===== config.mk =====
export PLATFORM = sky130hd
export DESIGN_NAME = pc_sequencer_flat
export DESIGN_NICKNAME = d
export VERILOG_FILES = /design/src/rtl/pc_sequencer_if.sv /design/src/rtl/pc_sequencer.sv /design/src/flat_wrapper.sv
export SDC_FILE = /design/constraint.sdc
export NUM_CORES = 1
export LEC_CHECK = 0
export CORE_MARGIN = 2
export CORE_UTILIZATION = 56
export DETAILED_ROUTE_END_ITERATION = 10
export MAX_ROUTING_LAYER = met4
export PLACE_DENSITY_LB_ADDON = 0.3
export SYNTH_ARGS = -nofsm -noshare
export SYNTH_HDL_FRONTEND = slang
export SYNTH_SLANG_ARGS = --single-unit

===== constraint.sdc =====
create_clock -name clock -period 9.8 [get_ports clock]
set_input_delay 1.96 -clock clock [delete_from_list [all_inputs] [get_ports clock]]
set_output_delay 1.96 -clock clock [all_outputs]
set_load 0.01 [all_outputs]

===== src/rtl/pc_sequencer_if.sv =====
// Handshake and branch-control bundle between an instruction front end and pc_sequencer.
// The master drives fetch control and branch fields; the slave returns PC, LR, CTR and FSM status.
interface pc_sequencer_if #(
  parameter int ADDR_W = 32,
  parameter int LI_W   = 24,
  parameter int BD_W   = 14,
  parameter int CTR_W  = 64
);
  logic              start;
  logic              stall;
  logic [5:0]        opcode;
  logic [LI_W-1:0]   li;
  logic [BD_W-1:0]   bd;
  logic              aa;
  logic              lk;
  logic [4:0]        bo;
  logic              cond_true;
  logic              ctr_load;
  logic [CTR_W-1:0]  ctr_wdata;
  logic [ADDR_W-1:0] pc;
  logic              pc_valid;
  logic [ADDR_W-1:0] lr;
  logic [CTR_W-1:0]  ctr;
  logic              redirect;
  logic [1:0]        state;

  modport master (
    output start, stall, opcode, li, bd, aa, lk, bo, cond_true, ctr_load, ctr_wdata,
    input  pc, pc_valid, lr, ctr, redirect, state
  );

  modport slave (
    input  start, stall, opcode, li, bd, aa, lk, bo, cond_true, ctr_load, ctr_wdata,
    output pc, pc_valid, lr, ctr, redirect, state
  );
endinterface


===== src/rtl/pc_sequencer.sv =====
// Program counter sequencer with I-form (b) and B-form (bc) branches, link and count registers.
// Taken branches always spend one FLUSH cycle with redirect asserted before fetching resumes.
module pc_sequencer #(
  parameter int                ADDR_W   = 32,
  parameter int                LI_W     = 24,
  parameter int                BD_W     = 14,
  parameter int                CTR_W    = 64,
  parameter logic [ADDR_W-1:0] RESET_PC = '0
) (
  input logic            clock,
  input logic            reset,
  pc_sequencer_if.slave  bus
);

  typedef enum logic [1:0] {
    IDLE  = 2'd0,
    RUN   = 2'd1,
    STALL = 2'd2,
    FLUSH = 2'd3
  } state_t;

  state_t            r_state;
  logic [ADDR_W-1:0] r_pc;
  logic [ADDR_W-1:0] r_lr;
  logic [CTR_W-1:0]  r_ctr;
  logic              r_redirect;
  logic              r_pcValid;

  logic signed [LI_W-1:0] w_li;
  logic signed [BD_W-1:0] w_bd;
  logic [ADDR_W-1:0]      w_liExt;
  logic [ADDR_W-1:0]      w_bdExt;
  logic [ADDR_W-1:0]      w_pcInc;
  logic [ADDR_W-1:0]      w_target;
  logic [CTR_W-1:0]       w_ctrDec;
  logic                   w_isB;
  logic                   w_isBc;
  logic                   w_ctrOk;
  logic                   w_condOk;
  logic                   w_taken;

  // Size casts of signed values sign-extend when widening and truncate when narrowing,
  // which keeps displacement arithmetic modulo 2^ADDR_W for any width combination.
  assign w_li     = bus.li;
  assign w_bd     = bus.bd;
  assign w_liExt  = ADDR_W'(w_li);
  assign w_bdExt  = ADDR_W'(w_bd);
  assign w_pcInc  = r_pc + ADDR_W'(1);
  assign w_isB    = (bus.opcode == 6'd18);
  assign w_isBc   = (bus.opcode == 6'd19);
  assign w_target = w_isB ? (bus.aa ? w_liExt : w_pcInc + w_liExt)
                          : (bus.aa ? w_bdExt : w_pcInc + w_bdExt);
  assign w_ctrDec = r_ctr - CTR_W'(1);
  assign w_ctrOk  = bus.bo[2] | ((w_ctrDec != '0) ^ bus.bo[1]);
  assign w_condOk = bus.bo[4] | (bus.cond_true == bus.bo[3]);
  assign w_taken  = w_isB | (w_isBc & w_ctrOk & w_condOk);

  // ctr_load is applied last so it overrides the bc decrement in the same cycle.
  always_ff @(posedge clock) begin
    if (reset) begin
      r_state    <= IDLE;
      r_pc       <= RESET_PC;
      r_lr       <= '0;
      r_ctr      <= '0;
      r_redirect <= 1'b0;
      r_pcValid  <= 1'b0;
    end else begin
      r_redirect <= 1'b0;
      case (r_state)
        IDLE: begin
          r_pc <= RESET_PC;
          if (bus.start) begin
            r_state   <= RUN;
            r_pcValid <= 1'b1;
          end
        end
        RUN: begin
          if (bus.stall) begin
            r_state   <= STALL;
            r_pcValid <= 1'b0;
          end else begin
            if ((w_isB || w_isBc) && bus.lk) r_lr <= w_pcInc;
            if (w_isBc && !bus.bo[2]) r_ctr <= w_ctrDec;
            if (w_taken) begin
              r_pc       <= w_target;
              r_state    <= FLUSH;
              r_redirect <= 1'b1;
              r_pcValid  <= 1'b0;
            end else begin
              r_pc <= w_pcInc;
            end
          end
        end
        STALL: begin
          if (!bus.stall) begin
            r_state   <= RUN;
            r_pcValid <= 1'b1;
          end
        end
        FLUSH: begin
          r_state   <= RUN;
          r_pcValid <= 1'b1;
        end
        default: begin
          r_state   <= IDLE;
          r_pcValid <= 1'b0;
        end
      endcase
      if (bus.ctr_load) r_ctr <= bus.ctr_wdata;
    end
  end

  assign bus.pc       = r_pc;
  assign bus.pc_valid = r_pcValid;
  assign bus.lr       = r_lr;
  assign bus.ctr      = r_ctr;
  assign bus.redirect = r_redirect;
  assign bus.state    = r_state;

endmodule


===== src/flat_wrapper.sv =====
// flat-port wrapper written by rule: the top's interface ports become plain ports
module pc_sequencer_flat 
#(
  parameter int                ADDR_W   = 32,
  parameter int                LI_W     = 24,
  parameter int                BD_W     = 14,
  parameter int                CTR_W    = 64,
  parameter logic [ADDR_W-1:0] RESET_PC = '0
)
  (clock, reset, bus_start, bus_stall, bus_opcode, bus_li, bus_bd, bus_aa, bus_lk, bus_bo, bus_cond_true, bus_ctr_load, bus_ctr_wdata, bus_pc, bus_pc_valid, bus_lr, bus_ctr, bus_redirect, bus_state);
  pc_sequencer_if #(.ADDR_W(ADDR_W), .LI_W(LI_W), .BD_W(BD_W), .CTR_W(CTR_W)) bus_i ();
  input logic clock;
  input logic reset;
  input wire logic [$bits(bus_i.start)-1:0] bus_start;
  input wire logic [$bits(bus_i.stall)-1:0] bus_stall;
  input wire logic [$bits(bus_i.opcode)-1:0] bus_opcode;
  input wire logic [$bits(bus_i.li)-1:0] bus_li;
  input wire logic [$bits(bus_i.bd)-1:0] bus_bd;
  input wire logic [$bits(bus_i.aa)-1:0] bus_aa;
  input wire logic [$bits(bus_i.lk)-1:0] bus_lk;
  input wire logic [$bits(bus_i.bo)-1:0] bus_bo;
  input wire logic [$bits(bus_i.cond_true)-1:0] bus_cond_true;
  input wire logic [$bits(bus_i.ctr_load)-1:0] bus_ctr_load;
  input wire logic [$bits(bus_i.ctr_wdata)-1:0] bus_ctr_wdata;
  output wire logic [$bits(bus_i.pc)-1:0] bus_pc;
  output wire logic [$bits(bus_i.pc_valid)-1:0] bus_pc_valid;
  output wire logic [$bits(bus_i.lr)-1:0] bus_lr;
  output wire logic [$bits(bus_i.ctr)-1:0] bus_ctr;
  output wire logic [$bits(bus_i.redirect)-1:0] bus_redirect;
  output wire logic [$bits(bus_i.state)-1:0] bus_state;
  assign bus_i.start = bus_start;
  assign bus_i.stall = bus_stall;
  assign bus_i.opcode = bus_opcode;
  assign bus_i.li = bus_li;
  assign bus_i.bd = bus_bd;
  assign bus_i.aa = bus_aa;
  assign bus_i.lk = bus_lk;
  assign bus_i.bo = bus_bo;
  assign bus_i.cond_true = bus_cond_true;
  assign bus_i.ctr_load = bus_ctr_load;
  assign bus_i.ctr_wdata = bus_ctr_wdata;
  assign bus_pc = bus_i.pc;
  assign bus_pc_valid = bus_i.pc_valid;
  assign bus_lr = bus_i.lr;
  assign bus_ctr = bus_i.ctr;
  assign bus_redirect = bus_i.redirect;
  assign bus_state = bus_i.state;
  pc_sequencer #(.ADDR_W(ADDR_W), .LI_W(LI_W), .BD_W(BD_W), .CTR_W(CTR_W), .RESET_PC(RESET_PC)) u_core (.clock(clock), .reset(reset), .bus(bus_i));
endmodule

==> results.txt <==
- The run finished with clean final reports.
- Combinational Power Share: 20.0%
- The clock network burns 43.4% of the power.
- During I/O placement, the number of pins put on the boundary was 253.
* Post-route cell area: 14500 um^2
* Tcrit/Tclk final: 60.0%
- Setup violations remaining at the end of the flow were counted as 0.
- Maximum number of pins on one net before global-route repair: 81
- Largest cells by area after synthesis: dfxtp_1 24%, nor2_1 9.3%, ha_1 7.3%, xnor2_1 6.9%, a21oi_1 6.5%
- Number of buffers added for setup after CTS: 0
- Yosys printed 0 warnings.
- The floorplan step defined a die boundary enclosing 21200 um^2.
- For this run, asynchronously set or reset flops after synthesis account for 0%.
- Total nets after synthesis: 1709
- TritonCTS built the clock tree.
- Sequential cells burn 36.7% of the power.
* Per-instance average area after synthesis: 7.36 um^2
- Relative to the synthesized area, the layout overhead comes to 29.4%.
- Most common cell after layout, fill and taps aside: nor2_1
* Total iterations of the first detailed-routing run: 7
- At the end of the flow, the number of nets in the layout was 1919.
- Row generation in the floorplan step produced 51 rows.
* Wire length reported by the detailed router: 37400 um
* Starting Density: 57.4%
- CP endpoint kind: flip-flop
- Sequential cells were found to cover 23.6% of the synthesized design area.
- Net switching is 28.1% of the power.
- Buffers inserted to repair hold after CTS numbered 0.
* Share of the synthesized area in the top cell type: 23.6%
- In this run, CTS created clock tree buffers numbering 17.
* Worst vdd rail ir drop: 0.0921 mV
- Yosys mapped the design onto 69 distinct sky130hd cell types.
- HPWL after detailed placement: 28800 um
- Counting tap cells, the placed design contains a total of 1977 instances.
- For this run, design rule violations remaining after detail routing come to 0.
* Max-cap violations: 0
- The analysis attributes to net switching a power of 0.000450 W.
- Summed over all cells, the static leakage comes to 5.65 nW.
- Slew Limit Fails: 0
- The repair_antennas step left the layout with diodes totalling 0.
- Die height: 145 um
- Power density relative to cell area: 110 nW/um^2
- CP required: 10.12 ns
- Kind of critical path: flip-flop to flip-flop
- Data arrives at the worst endpoint at 6.20 ns.
* Cell type with the largest total area after synthesis: dfxtp_1
- Global routing used 35.6% of the available tracks across all layers.
- CTS saw 132 sinks.
- Leading cell types in the layout, fill and taps excluded: 276 x nor2_1, 249 x clkdlybuf4s50_1, 145 x a21oi_1
- CTS built an H-tree with a depth of 4.
- GRT overflow: 0
* Cell area after technology mapping: 11200 um^2
* Core Footprint: 19500 um^2
* Weighted congestion reported at the end of routability-driven placement: 0.973
* Worst rel slew slack: 20.7%
- The tightest min-delay check is of the flip-flop to flip-flop type.
* Via count: 12.4k
- Dividing the detail-routed wire length by the instance count gives 18.6 um.
- Number of enable flip-flop cells after synthesis: 0
- Fill cells in the final layout number 1547.
- Setup repair after global routing left no endpoint under its margin.
- In the final layout, the share of cells above drive strength 1 is 4.30%.
- Minimum period implied by the final worst setup slack: 5.88 ns
- The number of gates resized after CTS was 0.
* Setup WS pre-CTS: 3.71 ns
- Along the worst path, the maximum fanout reaches 7.
* Chip Width: 145 um
- Antenna violations before repair: 0
* Antenna-violating nets left: 0
* Post-layout instance count excluding filler cells: 2009
* Int Pwr: 0.00115 W
- Leading register cell type out of synthesis: dfxtp_1
- Worst-path clk slew: 0.06 ns
* Clock Skew: 0.00946 ns
- Clock root buffer: clkbuf_16
* Skew-Pair Late Insertion Delay: 0.43 ns
* Flops & latches, synth: 132
- Max Root-Sink Buffers: 2
* Instance count of the mapped netlist: 1521
* Number of global-route vias before repair: 11.6k
- Via density per instance: 6.16
- Across all setup checks in the final design, the least slack found is 3.92 ns.
* Wire length of the first global-routing pass: 60000 um
- Cell Area, Placed: 13900 um^2
- Sum of negative setup slack: 0 ns
- Achievable clock frequency: 0.170 GHz
- Initial DRC Count: 933
- At the pin with the least slew margin, the transition time is 1.19 ns.
- STA classifies the critical path startpoint as a flip-flop.
* Number of hold-slack violations in the final timing report: 0
* I/O Buffers: 251
[per-stage QoR]
| stage | power [W] | hold WS [ns] | utilization, % |
|---|---|---|---|
| after floorplan | 0.000770 | 0.481 | - |
| after global placement | 0.000903 | 0.442 | 71.0 |
| after detailed placement | 0.000909 | 0.448 | 71.0 |
| after CTS | 0.00159 | 0.455 | 74.2 |
| after global routing | 0.00165 | 0.475 | 74.2 |
| final | 0.00160 | 0.456 | 74.2 |
[power by group through the flow]
stage / sequential (W) / combinational, W / clock (W)
5_1_grt: 0.000588 / 0.000346 / 0.000721
4_1_cts: 0.000585 / 0.000315 / 0.000695
6_report: 0.000586 / 0.000319 / 0.000693
2_1_floorplan: 0.000591 / 0.000178 / 0
3_5_place_dp: 0.000596 / 0.000313 / 0
3_3_place_gp: 0.000596 / 0.000307 / 0
[cell type report]
cell class	instances	area, um^2	area share [%]
Clock buffer	20	457	3.15
Clock inverter	12	178	1.23
Inverter	27	101	0.699
Multi-Input combinational cell	1289	8180	56.4
Sequential cell	132	2640	18.2
Tap cell	265	332	2.29
Timing Repair Buffer	264	2610	18.0
[path summary, 6_finish.rpt]
kind,to,depth (start not counted),startpoint,slack [ns]
max reg2reg,u_core.bus.pc[26],18,u_core.bus.pc[0],3.92
min,u_core.bus.lr[4],2,u_core.bus.lr[4],0.46
max,u_core.bus.pc[26],18,u_core.bus.pc[0],3.92
min reg2reg,u_core.bus.lr[4],2,u_core.bus.lr[4],0.46
[cell families (layout without fill, tap and decap cells)]
kind of cell    count (synthesis)  in the layout  synth area share, %
flops                         132            132                 23.6
fa+ha+maj                      67             67                 7.62
simple gates                  670            670                 28.0
xor+xnor                      161            161                 12.6
compound gates                357            357                 20.2
mux                            34             34                 4.49
buf+inv                       100            323                 3.50
[registers in the layout (all words and copies together) (netlist names)]
name and count:
u_core.bus.ctr 64, u_core.bus.lr 32, u_core.bus.pc 32, u_core.bus.state 2, u_core.bus.pc_valid 1, u_core.bus.redirect 1
[layer usage]
| metal | global-route usage (%) | vias to the layer above | part of all wire [%] |
|---|---|---|---|
| li1 | - | 5906 | - |
| met4 | 14.8 | 0 | 4.0 |
| met3 | 5.45 | 114 | 8.6 |
| met5 | - | - | 0 |
| met1 | 43.7 | 5745 | 40 |
| met2 | 58.7 | 608 | 47 |
[cell usage after synthesis, types with 6 or more instances]
cell type  number
a31oi_1        13
nor2b_1        15
nor3_1         69
xnor2_1        88
o21ai_0        49
and4_1          6
nand2b_1       12
nor4_1         26
a211oi_1       18
dfxtp_1       132
ha_1           65
nand2_1       129
buf_1           6
nand4_1        24
inv_1          27
nor2_1        278
and2_1         12
o221ai_1        7
nand3_1        36
or3_1          12
o211ai_1        7
a221oi_1        7
mux4_2         13
o22ai_1         7
clkbuf_1       61
xor2_1         73
a21o_1         32
mux2i_1        21
and3_1         12
a21oi_1       145
a22o_1          8
o21a_1         14
or4_1           8
[worst max-delay path, stage by stage (launching register included)]
cell and delay (ns):
dfxtp_1 0.49, ha_1 0.26, nand3_1 0.18, nor2_1 0.39
nand4_1 0.27, nor2_1 0.23, nand3_1 0.12, xnor2_1 0.57
ha_1 0.41, a21oi_1 0.25, nor4b_1 0.41, a211oi_1 0.21
o41ai_1 0.66, o21ai_0 0.29, a221oi_1 0.41, xnor2_1 0.10
a221oi_1 0.25, nand2_1 0.09, a22o_1 0.19
Power figures use the tool's default switching activity.
